`src/rtl/salu_issue_arbiter_if.sv`:
```
// Request and writeback bundle between the scalar-ALU issue arbiter and its clients.
interface salu_issue_arbiter_if #(
  parameter int unsigned NUM_REQ = 2,
  parameter int unsigned TAG_W   = 4
);
  localparam int unsigned SRC_W = (NUM_REQ > 1) ? $clog2(NUM_REQ) : 1;

  logic [NUM_REQ-1:0]       req_valid;
  logic [NUM_REQ-1:0]       req_ready;
  logic [6*NUM_REQ-1:0]     req_name;
  logic [32*NUM_REQ-1:0]    req_op1;
  logic [32*NUM_REQ-1:0]    req_op2;
  logic [32*NUM_REQ-1:0]    req_imm;
  logic [32*NUM_REQ-1:0]    req_pc;
  logic [NUM_REQ-1:0]       req_is_imm;
  logic [NUM_REQ-1:0]       req_is_pc;
  logic [TAG_W*NUM_REQ-1:0] req_tag;

  logic                     wb_valid;
  logic                     wb_ready;
  logic [31:0]              wb_val;
  logic [SRC_W-1:0]         wb_src;
  logic [TAG_W-1:0]         wb_tag;

  // Client side: drives requests, consumes results.
  modport master (
    output req_valid, req_name, req_op1, req_op2, req_imm, req_pc,
           req_is_imm, req_is_pc, req_tag, wb_ready,
    input  req_ready, wb_valid, wb_val, wb_src, wb_tag
  );

  // Arbiter side.
  modport slave (
    input  req_valid, req_name, req_op1, req_op2, req_imm, req_pc,
           req_is_imm, req_is_pc, req_tag, wb_ready,
    output req_ready, wb_valid, wb_val, wb_src, wb_tag
  );
endinterface

```
`src/rtl/salu_issue_arbiter.sv`:
```
// Round-robin issue arbiter for the shared single-cycle scalar ALU with a valid/ready writeback.
// Optional SALU_ARB_PERF_EN adds per-requester 32-bit grant counters on perf_grant_cnt.
module salu_issue_arbiter #(
  parameter int unsigned NUM_REQ = 2,
  parameter int unsigned TAG_W   = 4
) (
  input  logic                  clk,
  input  logic                  rst,
  input  logic                  rdy,
  salu_issue_arbiter_if.slave   bus,
  output logic                  alu_issue_rdy,
  output logic                  alu_is_vec,
  output logic                  alu_is_imm,
  output logic                  alu_is_pc,
  output logic [5:0]            alu_name,
  output logic [31:0]           alu_op1,
  output logic [31:0]           alu_op2,
  output logic [31:0]           alu_imm,
  output logic [31:0]           alu_pc,
  input  logic [31:0]           alu_val
`ifdef SALU_ARB_PERF_EN
  ,
  output logic [32*NUM_REQ-1:0] perf_grant_cnt
`endif
);
  localparam int unsigned IDX_W = (NUM_REQ > 1) ? $clog2(NUM_REQ) : 1;

  logic [5:0]       name_a [NUM_REQ];
  logic [31:0]      op1_a  [NUM_REQ];
  logic [31:0]      op2_a  [NUM_REQ];
  logic [31:0]      imm_a  [NUM_REQ];
  logic [31:0]      pc_a   [NUM_REQ];
  logic [TAG_W-1:0] tag_a  [NUM_REQ];

  logic [IDX_W-1:0]   rr_ptr;
  logic [IDX_W-1:0]   grant_idx;
  logic [IDX_W-1:0]   rr_next;
  logic [NUM_REQ-1:0] grant_vec;
  logic               grant_any;
  logic               can_issue;
  int unsigned        cand;

  logic               wb_valid_q;
  logic [IDX_W-1:0]   wb_src_q;
  logic [TAG_W-1:0]   wb_tag_q;

  for (genvar g = 0; g < NUM_REQ; g++) begin : g_unpack
    assign name_a[g] = bus.req_name[6*g +: 6];
    assign op1_a[g]  = bus.req_op1[32*g +: 32];
    assign op2_a[g]  = bus.req_op2[32*g +: 32];
    assign imm_a[g]  = bus.req_imm[32*g +: 32];
    assign pc_a[g]   = bus.req_pc[32*g +: 32];
    assign tag_a[g]  = bus.req_tag[TAG_W*g +: TAG_W];
  end

  // First valid requester at or after the round-robin pointer, wrapping.
  always_comb begin
    can_issue = rdy & (~wb_valid_q | bus.wb_ready);
    grant_any = 1'b0;
    grant_idx = '0;
    cand      = 0;
    for (int unsigned k = 0; k < NUM_REQ; k++) begin
      cand = (32'(rr_ptr) + k) % NUM_REQ;
      if (can_issue && !grant_any && bus.req_valid[IDX_W'(cand)]) begin
        grant_any = 1'b1;
        grant_idx = IDX_W'(cand);
      end
    end
    grant_vec = grant_any ? (NUM_REQ'(1) << grant_idx) : '0;
    rr_next   = (grant_idx == IDX_W'(NUM_REQ - 1)) ? '0 : grant_idx + IDX_W'(1);
  end

  assign bus.req_ready = grant_vec;
  assign alu_issue_rdy = |(bus.req_valid & grant_vec);
  assign alu_is_vec    = 1'b0;
  assign alu_is_imm    = bus.req_is_imm[grant_idx];
  assign alu_is_pc     = bus.req_is_pc[grant_idx];
  assign alu_name      = name_a[grant_idx];
  assign alu_op1       = op1_a[grant_idx];
  assign alu_op2       = op2_a[grant_idx];
  assign alu_imm       = imm_a[grant_idx];
  assign alu_pc        = pc_a[grant_idx];

  // In-flight op tracking; the ALU result arrives on alu_val the cycle after issue.
  always_ff @(posedge clk or posedge rst) begin
    if (rst) begin
      rr_ptr     <= '0;
      wb_valid_q <= 1'b0;
      wb_src_q   <= '0;
      wb_tag_q   <= '0;
    end else if (rdy) begin
      if (grant_any) begin
        rr_ptr     <= rr_next;
        wb_valid_q <= 1'b1;
        wb_src_q   <= grant_idx;
        wb_tag_q   <= tag_a[grant_idx];
      end else if (bus.wb_ready) begin
        wb_valid_q <= 1'b0;
      end
    end
  end

  assign bus.wb_valid = wb_valid_q;
  assign bus.wb_src   = wb_src_q;
  assign bus.wb_tag   = wb_tag_q;
  assign bus.wb_val   = alu_val;

`ifdef SALU_ARB_PERF_EN
  logic [31:0] grant_cnt [NUM_REQ];

  for (genvar g = 0; g < NUM_REQ; g++) begin : g_perf
    always_ff @(posedge clk or posedge rst) begin
      if (rst) begin
        grant_cnt[g] <= '0;
      end else if (grant_any && (grant_idx == IDX_W'(g))) begin
        grant_cnt[g] <= grant_cnt[g] + 32'd1;
      end
    end
    assign perf_grant_cnt[32*g +: 32] = grant_cnt[g];
  end
`endif
endmodule

```
`src/flat_wrapper.sv`:
```
// flat-port wrapper written by rule: the top's interface ports become plain ports
module salu_issue_arbiter_flat 
#(
  parameter int unsigned NUM_REQ = 2,
  parameter int unsigned TAG_W   = 4
)
  (clk, rst, rdy, alu_issue_rdy, alu_is_vec, alu_is_imm, alu_is_pc, alu_name, alu_op1, alu_op2, alu_imm, alu_pc, alu_val, bus_req_valid, bus_req_name, bus_req_op1, bus_req_op2, bus_req_imm, bus_req_pc, bus_req_is_imm, bus_req_is_pc, bus_req_tag, bus_wb_ready, bus_req_ready, bus_wb_valid, bus_wb_val, bus_wb_src, bus_wb_tag);
  salu_issue_arbiter_if #(.NUM_REQ(NUM_REQ), .TAG_W(TAG_W)) bus_i ();
  input  logic clk;
  input  logic rst;
  input  logic rdy;
  output logic alu_issue_rdy;
  output logic alu_is_vec;
  output logic alu_is_imm;
  output logic alu_is_pc;
  output logic [5:0] alu_name;
  output logic [31:0] alu_op1;
  output logic [31:0] alu_op2;
  output logic [31:0] alu_imm;
  output logic [31:0] alu_pc;
  input  logic [31:0] alu_val;
  input wire logic [$bits(bus_i.req_valid)-1:0] bus_req_valid;
  input wire logic [$bits(bus_i.req_name)-1:0] bus_req_name;
  input wire logic [$bits(bus_i.req_op1)-1:0] bus_req_op1;
  input wire logic [$bits(bus_i.req_op2)-1:0] bus_req_op2;
  input wire logic [$bits(bus_i.req_imm)-1:0] bus_req_imm;
  input wire logic [$bits(bus_i.req_pc)-1:0] bus_req_pc;
  input wire logic [$bits(bus_i.req_is_imm)-1:0] bus_req_is_imm;
  input wire logic [$bits(bus_i.req_is_pc)-1:0] bus_req_is_pc;
  input wire logic [$bits(bus_i.req_tag)-1:0] bus_req_tag;
  input wire logic [$bits(bus_i.wb_ready)-1:0] bus_wb_ready;
  output wire logic [$bits(bus_i.req_ready)-1:0] bus_req_ready;
  output wire logic [$bits(bus_i.wb_valid)-1:0] bus_wb_valid;
  output wire logic [$bits(bus_i.wb_val)-1:0] bus_wb_val;
  output wire logic [$bits(bus_i.wb_src)-1:0] bus_wb_src;
  output wire logic [$bits(bus_i.wb_tag)-1:0] bus_wb_tag;
  assign bus_i.req_valid = bus_req_valid;
  assign bus_i.req_name = bus_req_name;
  assign bus_i.req_op1 = bus_req_op1;
  assign bus_i.req_op2 = bus_req_op2;
  assign bus_i.req_imm = bus_req_imm;
  assign bus_i.req_pc = bus_req_pc;
  assign bus_i.req_is_imm = bus_req_is_imm;
  assign bus_i.req_is_pc = bus_req_is_pc;
  assign bus_i.req_tag = bus_req_tag;
  assign bus_i.wb_ready = bus_wb_ready;
  assign bus_req_ready = bus_i.req_ready;
  assign bus_wb_valid = bus_i.wb_valid;
  assign bus_wb_val = bus_i.wb_val;
  assign bus_wb_src = bus_i.wb_src;
  assign bus_wb_tag = bus_i.wb_tag;
  salu_issue_arbiter #(.NUM_REQ(NUM_REQ), .TAG_W(TAG_W)) u_core (.clk(clk), .rst(rst), .rdy(rdy), .bus(bus_i), .alu_issue_rdy(alu_issue_rdy), .alu_is_vec(alu_is_vec), .alu_is_imm(alu_is_imm), .alu_is_pc(alu_is_pc), .alu_name(alu_name), .alu_op1(alu_op1), .alu_op2(alu_op2), .alu_imm(alu_imm), .alu_pc(alu_pc), .alu_val(alu_val));
endmodule
```
`config.mk`:
```
export PLATFORM = sky130hd
export DESIGN_NAME = salu_issue_arbiter_flat
export DESIGN_NICKNAME = d
export VERILOG_FILES = /design/src/rtl/salu_issue_arbiter_if.sv /design/src/rtl/salu_issue_arbiter.sv /design/src/flat_wrapper.sv
export SDC_FILE = /design/constraint.sdc
export NUM_CORES = 1
export LEC_CHECK = 0
export BUFFER_PORTS_ARGS = -buffer_cell sky130_fd_sc_hd__buf_2
export CORE_AREA = 5 5 192 194
export DETAILED_ROUTE_END_ITERATION = 6
export DIE_AREA = 0 0 197 199
export PLACE_DENSITY = 0.3
export SETUP_SLACK_MARGIN = 0.02
export SYNTH_ARGS = -nofsm -noshare
export SYNTH_HDL_FRONTEND = slang
export SYNTH_SLANG_ARGS = --single-unit
```
`constraint.sdc`:
```
create_clock -name clk -period 2.6 [get_ports clk]
set_input_delay 0.26 -clock clk [delete_from_list [all_inputs] [get_ports clk]]
set_output_delay 0.26 -clock clk [all_outputs]
set_load 0.005 [all_outputs]
```
==> summary.md, run 1 <==
| Metric | Value |
|---|---|
| Min-Delay Path Class | in2reg |
| Avg Cell Area, Syn | 10.5 sq um |
| Register bit total from synthesis | 7 |
| Fmax achieved | 470 MHz |
| CTS tree | done |
| Adder-cell share of the synthesized area | 0% |
| Minimum setup slack among reg-to-reg paths | 970 ps |
| # DRC | 0 |
| Met1 GRT Util | 5.57% |
| Fin crit share | 81.9% |
| Hold path endpoint | u_core.bus.wb_tag[1]$_DFFE_PP0P_ |
| Die Wd | 197 um |
| Yosys Warn Count | 0 |
| Max H-tree Level | 1 |
| Post-synth EDFFs | 0 |
| Area growth syn-to-layout | 107% |
| PwrDens | 260 nW/um^2 |
| Max-slew violations | 0 |
| Total GRT Usage | 6.66% |
| Largest net degree at the start of global routing | 72 |
| Distinct cells, synth | 20 |
| Area contributors post-synth | mux2_2, buf_4, dfrtp_1 |
| Met3 Usage GRT | 3.22% |
| Area of the die | 39200 sq um |
| Worst hold path startpoint | bus_req_tag[1] |
| Compound-gate portion of the synthesized area | 3.71% |
| PostCTS Resize Cnt | 0 |
| Post-route ant nets | 0 |
| Peak supply drop | 0.174 mV |
| Largest area contributor in the netlist | mux2_2 |
| WS Path Type | reg2out |
| Post-synthesis net count | 537 |
| FP Rows | 69 |
| GPL Wtd Cong | 0.746 |
| Iteration-0 DRC Markers | 28 |
| Total Neg Setup Slack | 0 ps |
| XOR/XNOR Fraction of Synth Area | 0% |
| Clock buffer depth | 2 |
| Pleak | 2.50 nW |
| GRT Max-Usage Layer | met2 |
| Sink Count | 7 |
| Post-DP HPWL | 14.3 mm |
| Grt ovf | 0 |
| Num CTS Buffers | 3 |
| Final min period | 2130 ps |
| Crit-path cells | nand2b_1 -> nand4_4 -> buf_12 -> mux2_2 -> buf_2 |
| Main combinational cell family by area after synthesis | multiplexers |
| Routed WL | 15.5 mm |
| Most numerous cell in the Yosys netlist | mux2_2 |
| Routed len/inst | 14.5 um |
| Initial antenna violation count | 3 |
| Syn Inst Count | 219 |
| Status | finished clean |
| Startpoint Class | register |
| Placed cells | 1063 |
| Clock root buffer master | clkbuf_16 |
| Vias in the first global route | 3632 |
| M2 GR Usage | 13.6% |
| Post-synthesis sequential area ratio | 7.63% |
| Critical path capture point type | output port |
| Initial core utilization | 6.55% |
| First-pass GRT wire length | 20.0 mm |
| Clk slew on worst S/H paths | 40 ps |
| Placed cell areas | 4660 sq um |
| # port buffers | 430 |
| Critical Path Max Stage Delay | 400 ps |
| Number of I/O pins | 496 |
| Reg2Reg Depth | 5 |
| Final setup fails | 0 |
| Final Power | 0.00124 W |
| DR vias/cell | 3.09 |
| Synth Area in Simple Gates | 2.84% |
| Area share of the largest cell type after synthesis | 66.7% |
| Primary FF master, synth | dfrtp_1 |
| Asr flop ratio synth | 100% |
| Post-layout instance count excluding filler cells | 1071 |
| Crit path max fanout | 71 |
| WHS Path Cells | 2 |
| Nets | 926 |
| Drt pass-1 iters | 3 |
| Post-synthesis mux area share | 66.7% |
| RSZ-0062 raised after global routing | no |
| Vias | 3313 |
| Slowest-stage cell, CP | mux2_2 |
| Share of layout cells above drive strength 1 | 94.6% |
| Required @ worst endpoint | 2340 ps |
| Design Area, Final | 4750 sq um |
| Setup Skew | 2.00 ps |
| Clk_lat worst skew | 230 ps |
| Critical Path AT | 1870 ps |
| Final Hold Vio Count | 0 |
| Synth Cell Area | 2290 sq um |
| Die Ht | 199 um |
| R2r startpoint | u_core.rr_ptr$_DFFE_PP0P_ |
| Max Cap Viol | 0 |
| Most common library cells after synthesis | mux2_2, buf_4, buf_6 |
| Worst reg2reg endpoint | u_core.bus.wb_tag[2]$_DFFE_PP0P_ |
| Core area | 35100 sq um |
power breakdown:
part / internal [W] / switching, W
sequential: 0.000133 / 0.0000145
combinational: 0.000493 / 0.000332
clock: 0.000204 / 0.0000597
cell type report:
class	count	area (sq um)
Clock buffer	4	78.8
Sequential cell	7	175
Timing Repair Buffer	433	2200
Fill cell	4063	30300
Antenna cell	3	7.51
Tap cell	461	577
Inverter	7	26.3
Multi-Input combinational cell	156	1690
placed cells by master, fill, tap and decap left out, types with 2 or more instances in the layout:
cell         n
diode_2      3
buf_2      430
a221o_1      4
mux2_2     136
buf_12       2
inv_1        7
a31oi_1      4
dfrtp_1      7
nand2_1      2
clkbuf_16    3
timing repair:
item                      4_1_cts  5_1_grt
hold buffers                    1        0
buffers inserted                0        0
hold endpoints to repair        7        0
registers in the layout, indices dropped and copies added (netlist names):
| name | cells |
|---|---|
| u_core.rr_ptr | 1 |
| u_core.bus.wb_valid | 1 |
| u_core.bus.wb_tag | 4 |
| u_core.bus.wb_src | 1 |
metrics by stage:
stage | utilization (%) | setup slack [ps] | hold WS [ps]
final | 13.6 | 471 | 263
after global placement | 13.3 | 595 | 229
after detailed placement | 13.3 | 599 | 233
after floorplan | - | 1050 | 63.4
after global routing | 13.6 | 392 | 274
after CTS | 13.5 | 441 | 265
logic make-up after synthesis:
family                 count (synthesis)
buffers and inverters                 56
multiplexers                         136
flip-flops                             7
other                                  1
AND/OR/NAND/NOR                        8
AO/OA/AOI/OAI                         11
routing by layer:
layer / wire length [um] / vias up
li1: - / 1551
met1: 4390 / 1444
met2: 8420 / 304
met3: 2330 / 14
met4: 406 / 0
met5: 0 / -
worst max-delay path by stage:
stage                              start          to  slack (ps)  cells past startpoint
6_report       u_core.rr_ptr$_DFFE_PP0P_  alu_pc[17]         470                      5
5_1_grt        u_core.rr_ptr$_DFFE_PP0P_  alu_pc[22]         390                      5
4_1_cts        u_core.rr_ptr$_DFFE_PP0P_  alu_pc[22]         440                      5
3_5_place_dp                bus_wb_ready  alu_pc[22]         600                      6
3_3_place_gp                bus_wb_ready  alu_pc[22]         590                      6
2_1_floorplan  u_core.rr_ptr$_DFFE_PP0P_  alu_imm[0]        1050                      5
critical path, delay by kind of cell (launching register included):
kind,cells,cell delay (ps)
flops,1,380
buf+inv,2,430
mux,1,400
simple gates,2,310
Power figures use the tool's default switching activity.
==> run 2, diff against run 1 <==
- CORE_AREA: 5 5 192 194 -> 5 5 191 193
- DIE_AREA: 0 0 197 199 -> 0 0 196 198
- clock period: 2.6 -> 1.7 ns (I/O delays scaled with it)
==> run 2 against run 1 <==
The flow now finishes with violations (negative setup slack); sequential power grew 51%; hold slack lost 95 ps; non-clock buffer count grew 41; setup slack lost 700 ps; largest cell class unchanged.
==> summary.md, run 2 (synthesis results as in run 1) <==
| Metric | Value |
|---|---|
| Status | finished, violations left |
| Failing checks | negative setup slack |
| Required @ worst endpoint | 1530 ps (-810 ps) |
| FP Rows | 68 (-1.4%) |
| Nets | 967 (+4.4%) |
| Met3 Usage GRT | 2.81% (-0.41 points) |
| Final WS setup | -229 ps (-700 ps) |
| Max Cap Viol | 0 (unchanged) |
| Max H-tree Level | 1 (unchanged) |
| Critical Path AT | 1760 ps (-110 ps) |
| Initial core utilization | 6.68% (+0.13 points) |
| Initial antenna violation count | 2 (-1) |
| Crit path max fanout | 7 (-90%) |
| Pleak | 3.35 nW (+34%) |
| Area growth syn-to-layout | 166% |
| Routed len/inst | 16.9 um (+16%) |
| Fmax achieved | 518 MHz |
| Max-slew violations | 0 (unchanged) |
| Drt pass-1 iters | 6 (+3) |
| Commonest non-fill, non-tap cell in the layout | buf_2 |
| # DRC | 0 (unchanged) |
| Post-DP HPWL | 15.6 mm (+9.0%) |
| # port buffers | 430 (unchanged) |
| First-pass GRT wire length | 23.1 mm (+15%) |
| Placed cells | 1083 (+1.9%) |
| Min-Delay Path Class | in2reg |
| M2 GR Usage | 13.8% (+0.18 points) |
| Die Ht | 198 um (-0.50%) |
| DR vias/cell | 3.20 (+3.3%) |
| Largest net degree at the start of global routing | 17 (-76%) |
| Clock root buffer master | clkbuf_16 |
| Final min period | 1930 ps |
| Final core utilization | 17.7% (+4.2 points) |
| Clock buffer depth | 2 (unchanged) |
| Fin crit share | 113% |
| RSZ-0062 raised after global routing | yes |
| CTS tree | done |
| Startpoint Class | register |
| Clk slew on worst S/H paths | 40 ps (about the same) |
| Vias in the first global route | 3788 (+4.3%) |
| Number of I/O pins | 496 (unchanged) |
| Fill cell count | 3889 (-4.3%) |
| WS Path Type | reg2out |
| GRT Max-Usage Layer | met2 |
| Num CTS Buffers | 3 (unchanged) |
| Sink Count | 7 (unchanged) |
| Peak supply drop | 0.313 mV (+80%) |
| Commonest cells after routing, fill and taps aside | buf_2, buf_6, mux2_4 |
| Die Wd | 196 um (-0.51%) |
| Final Hold Vio Count | 0 (unchanged) |
| GPL Wtd Cong | 0.813 (+9.0%) |
| Share of layout cells above drive strength 1 | 95.2% (+0.65 points) |
| Grt ovf | 0 (unchanged) |
| Max reg flops | 4 (unchanged) |
| Clk_lat worst skew | 230 ps (about the same) |
| Setup Skew | 0.448 ps (-1.55 ps) |
| Vias | 3532 (+6.6%) |
| Critical path capture point type | output port |
| Final setup fails | 136 (+136) |
| Area of the die | 38800 sq um (-1.0%) |
| Met1 GRT Util | 8.88% (+3.3 points) |
| Post-layout instance count excluding filler cells | 1105 (+3.2%) |
| Core area | 34400 sq um (-1.9%) |
| Post-route ant nets | 0 (unchanged) |
| PwrDens | 411 nW/um^2 (+58%) |
| Pre-CTS setup slack | -40.1 ps (-639 ps) |
| Iteration-0 DRC Markers | 67 (+140%) |
| Total GRT Usage | 7.70% (+1.0 points) |
| Routed WL | 18.7 mm (+20%) |
[run 2: cell types whose count changed in the layout (fill, tap and decap cells not counted), moves of 9 or more]
| cell | change |
|---|---|
| buf_6 | +91 |
| buf_2 | -81 |
| mux2_2 | -71 |
| buf_8 | +9 |
| buf_4 | +12 |
| mux2_4 | +71 |
[run 2: path summary, 6_finish.rpt]
path	startpoint	to	slack, ps	cells past startpoint
setup / recovery	u_core.bus.wb_valid$_DFFE_PP0P_	alu_pc[18]	-230	7
hold / removal	bus_req_tag[4]	u_core.bus.wb_tag[0]$_DFFE_PP0P_	170	2
setup reg to reg	u_core.rr_ptr$_DFFE_PP0P_	u_core.bus.wb_tag[2]$_DFFE_PP0P_	220	7
hold reg to reg	u_core.bus.wb_src$_DFFE_PP0P_	u_core.bus.wb_src$_DFFE_PP0P_	540	2
max in group asynchronous	rst	u_core.bus.wb_tag[1]$_DFFE_PP0P_	1030	3
min in group asynchronous	rst	u_core.bus.wb_src$_DFFE_PP0P_	430	3
[run 2: worst max-delay path, cell delays in order (launching register included)]
cell	delay, ps
dfrtp_1	400
nand2b_4	90
nand4_4	120
buf_6	170
buf_12	140
clkbuf_16	170
mux2_4	310
buf_6	120
[run 2: cell type report]
type,count,area [sq um],area share [%]
timing repair buffer,474,3270,53.7
multi-input combinational,156,1960,32.2
tap,455,569,9.34
clock buffer,4,78.8,1.29
antenna,2,5.00,0.0821
sequential,7,175,2.87
inverter,7,26.3,0.431
[run 2: timing repair]
item | in CTS | in global routing
buffers inserted | 4 | 6
endpoints found under the setup margin | 136 | 137
hold buffers | 1 | 0
gates resized for setup | 33 | 156
pin swaps | 1 | 0
endpoints found under the hold margin | 7 | 0
gates cloned | 3 | 4
[run 2: stage by stage]
| step | hold WS (ps) | TNS, ps | cell area [sq um] | power [W] |
|---|---|---|---|---|
| finish | 168 | -24950 | 6090 | 0.00251 |
| global placement | 137 | -204 | 4880 | 0.00162 |
| floorplan | -26.6 | 0 | 2290 | 0.000859 |
| CTS | 165 | -27190 | 5240 | 0.00216 |
| detailed placement | 137 | -300 | 4880 | 0.00161 |
| global route | 185 | -32150 | 6090 | 0.00266 |
[run 2: power breakdown]
group,internal [W],switching (W),total [W]
Combinational,0.00122,0.000661,0.00188
Sequential,0.000203,0.0000191,0.000222
Clock,0.000313,0.0000944,0.000407
[run 2: metal layers]
layer	routed length (um)	up-vias
met5	0	-
met4	317	0
met3	2120	16
met2	9360	286
met1	6870	1598
li1	-	1632
==> run 3, diff against run 2 <==
- CORE_AREA: 5 5 191 193 -> 5 5 192 194
- DIE_AREA: 0 0 196 198 -> 0 0 197 199
- clock period: 1.7 -> 2.5 ns (I/O delays scaled with it)
==> run 3 against run 2 <==
The run now ends clean; combinational power decreased by 54%; critical path depth decreased by 2; sequential cell count unchanged.
==> summary.md, run 3 (synthesis results as in run 1) <==
| Metric | Value |
|---|---|
| Status | finished clean |
| Largest net degree at the start of global routing | 72 (+55) |
| Commonest cells after routing, fill and taps aside | buf_2, mux2_2, inv_1, dfrtp_1 |
| Critical Path AT | 1870 ps (+110 ps) |
| Vias | 3274 (-7.3%) |
| Number of I/O pins | 496 (unchanged) |
| Share of layout cells above drive strength 1 | 94.6% (-0.65 points) |
| # port buffers | 430 (unchanged) |
| Routed WL | 16.1 mm (-14%) |
| Die Ht | 199 um (+0.51%) |
| Fmax achieved | 472 MHz |
| DR vias/cell | 3.06 (-4.2%) |
| Clk_lat worst skew | 230 ps (about the same) |
| Final setup fails | 0 (-100%) |
| Final Hold Vio Count | 0 (unchanged) |
| FF/Latch Area | 175 sq um (unchanged) |
| Max H-tree Level | 1 (unchanged) |
| Max-slew violations | 0 (unchanged) |
| Total Neg Setup Slack | 0 ps (+24950 ps) |
| Commonest non-fill, non-tap cell in the layout | buf_2 |
| Critical path capture point type | output port |
| Fill cell count | 4065 (+4.5%) |
| Grt ovf | 0 (unchanged) |
| CTS tree | done |
| Drt pass-1 iters | 4 (-2) |
| PostCTS Resize Cnt | 0 (-100%) |
| Num CTS Buffers | 3 (unchanged) |
| Peak supply drop | 0.270 mV (-14%) |
| Routed len/inst | 15.1 um (-11%) |
| Area growth syn-to-layout | 107% |
| Vias in the first global route | 3648 (-3.7%) |
| Max Cap Viol | 0 (unchanged) |
| Placed cell areas | 4660 sq um (-4.6%) |
| Core area | 35100 sq um (+2.0%) |
| Initial antenna violation count | 2 (unchanged) |
| Clk slew on worst S/H paths | 40 ps (about the same) |
| Die Wd | 197 um (+0.51%) |
| Final hold slack | 255 ps (+87.3 ps) |
| Post-route ant nets | 0 (unchanged) |
| Design Area, Final | 4750 sq um (-22%) |
| Max reg flops | 4 (unchanged) |
| Startpoint Class | register |
| Final core utilization | 13.5% (-4.2 points) |
| Min-Delay Path Class | in2reg |
| Clock buffer depth | 2 (unchanged) |
| Crit path max fanout | 71 (+64) |
| Sink Count | 7 (unchanged) |
| Multi-input logic area | 1690 sq um (-14%) |
| RSZ-0062 raised after global routing | no |
| # DRC | 0 (unchanged) |
| Iteration-0 DRC Markers | 30 (-55%) |
| Setup Skew | 0.349 ps (-0.0989 ps) |
| First-pass GRT wire length | 21.2 mm (-8.1%) |
| Nets | 926 (-4.2%) |
| WS Path Type | reg2out |
| Initial core utilization | 6.55% (-0.13 points) |
| Total GRT Usage | 7.05% (-0.66 points) |
| Fin crit share | 84.7% |
| Required @ worst endpoint | 2250 ps (+720 ps) |
| Post-DP HPWL | 14.9 mm (-4.5%) |
| Final min period | 2120 ps |
| Pleak | 2.50 nW (-25%) |
| PwrDens | 269 nW/um^2 (-35%) |
| FP Rows | 69 (+1.5%) |
| Area of the die | 39200 sq um (+1.0%) |
| GPL Wtd Cong | 0.750 (-7.7%) |
| Clock root buffer master | clkbuf_16 |
## run 3: power by group
group | switching, W | leakage (nW) | total, W | internal, W
Combinational | 0.000343 | 2.38 | 0.000856 | 0.000513
Clock | 0.0000581 | 0.0382 | 0.000270 | 0.000212
Sequential | 0.0000151 | 0.0839 | 0.000153 | 0.000138
## run 3: final cells by class
cell class / count / share of cell area (%)
Timing Repair Buffer: 433 / 46.4
Multi-Input combinational cell: 156 / 35.5
Tap cell: 461 / 12.2
Sequential cell: 7 / 3.69
Clock buffer: 4 / 1.66
Inverter: 7 / 0.554
Antenna cell: 1 / 0.0527
## run 3: timing repair
action                                 4_1_cts  5_1_grt
endpoints found under the hold margin        7        0
buffers inserted                             0        0
setup endpoints to repair                    0        0
hold buffers                                 1        0
## run 3: layer usage
metal | routed length (um) | vias to the layer above | track usage [%] | part of all wire [%]
li1 | - | 1546 | - | -
met5 | 0 | - | 0 | 0
met1 | 4850 | 1412 | 6.42 | 30
met4 | 223 | 0 | 1.34 | 1.4
met2 | 8870 | 304 | 14.5 | 55
met3 | 2200 | 12 | 2.88 | 14
## run 3: final timing paths
kind,from,to,slack (ps),cells after the start
max reg2reg,u_core.rr_ptr$_DFFE_PP0P_,u_core.bus.wb_tag[2]$_DFFE_PP0P_,890,5
min,bus_req_tag[0],u_core.bus.wb_tag[0]$_DFFE_PP0P_,260,2
min reg2reg,u_core.rr_ptr$_DFFE_PP0P_,u_core.rr_ptr$_DFFE_PP0P_,510,1
min in group asynchronous,rst,u_core.bus.wb_tag[3]$_DFFE_PP0P_,530,3
max,u_core.rr_ptr$_DFFE_PP0P_,alu_pc[13],380,5
max in group asynchronous,rst,u_core.bus.wb_src$_DFFE_PP0P_,1720,3
## run 3: critical path, cell delays in order, from the launching register on
cell      delay (ps)
dfrtp_1          380
nand2b_1         180
nand4_4          130
buf_12           290
mux2_2           410
buf_2            140
## run 3: metrics by stage
stage	std cells	total power [W]	setup slack, ps
2_1_floorplan	219	0.000584	957
3_3_place_gp	1063	0.00104	529
3_5_place_dp	1063	0.00103	528
4_1_cts	1068	0.00131	364
5_1_grt	1069	0.00138	267
6_report	1069	0.00128	383
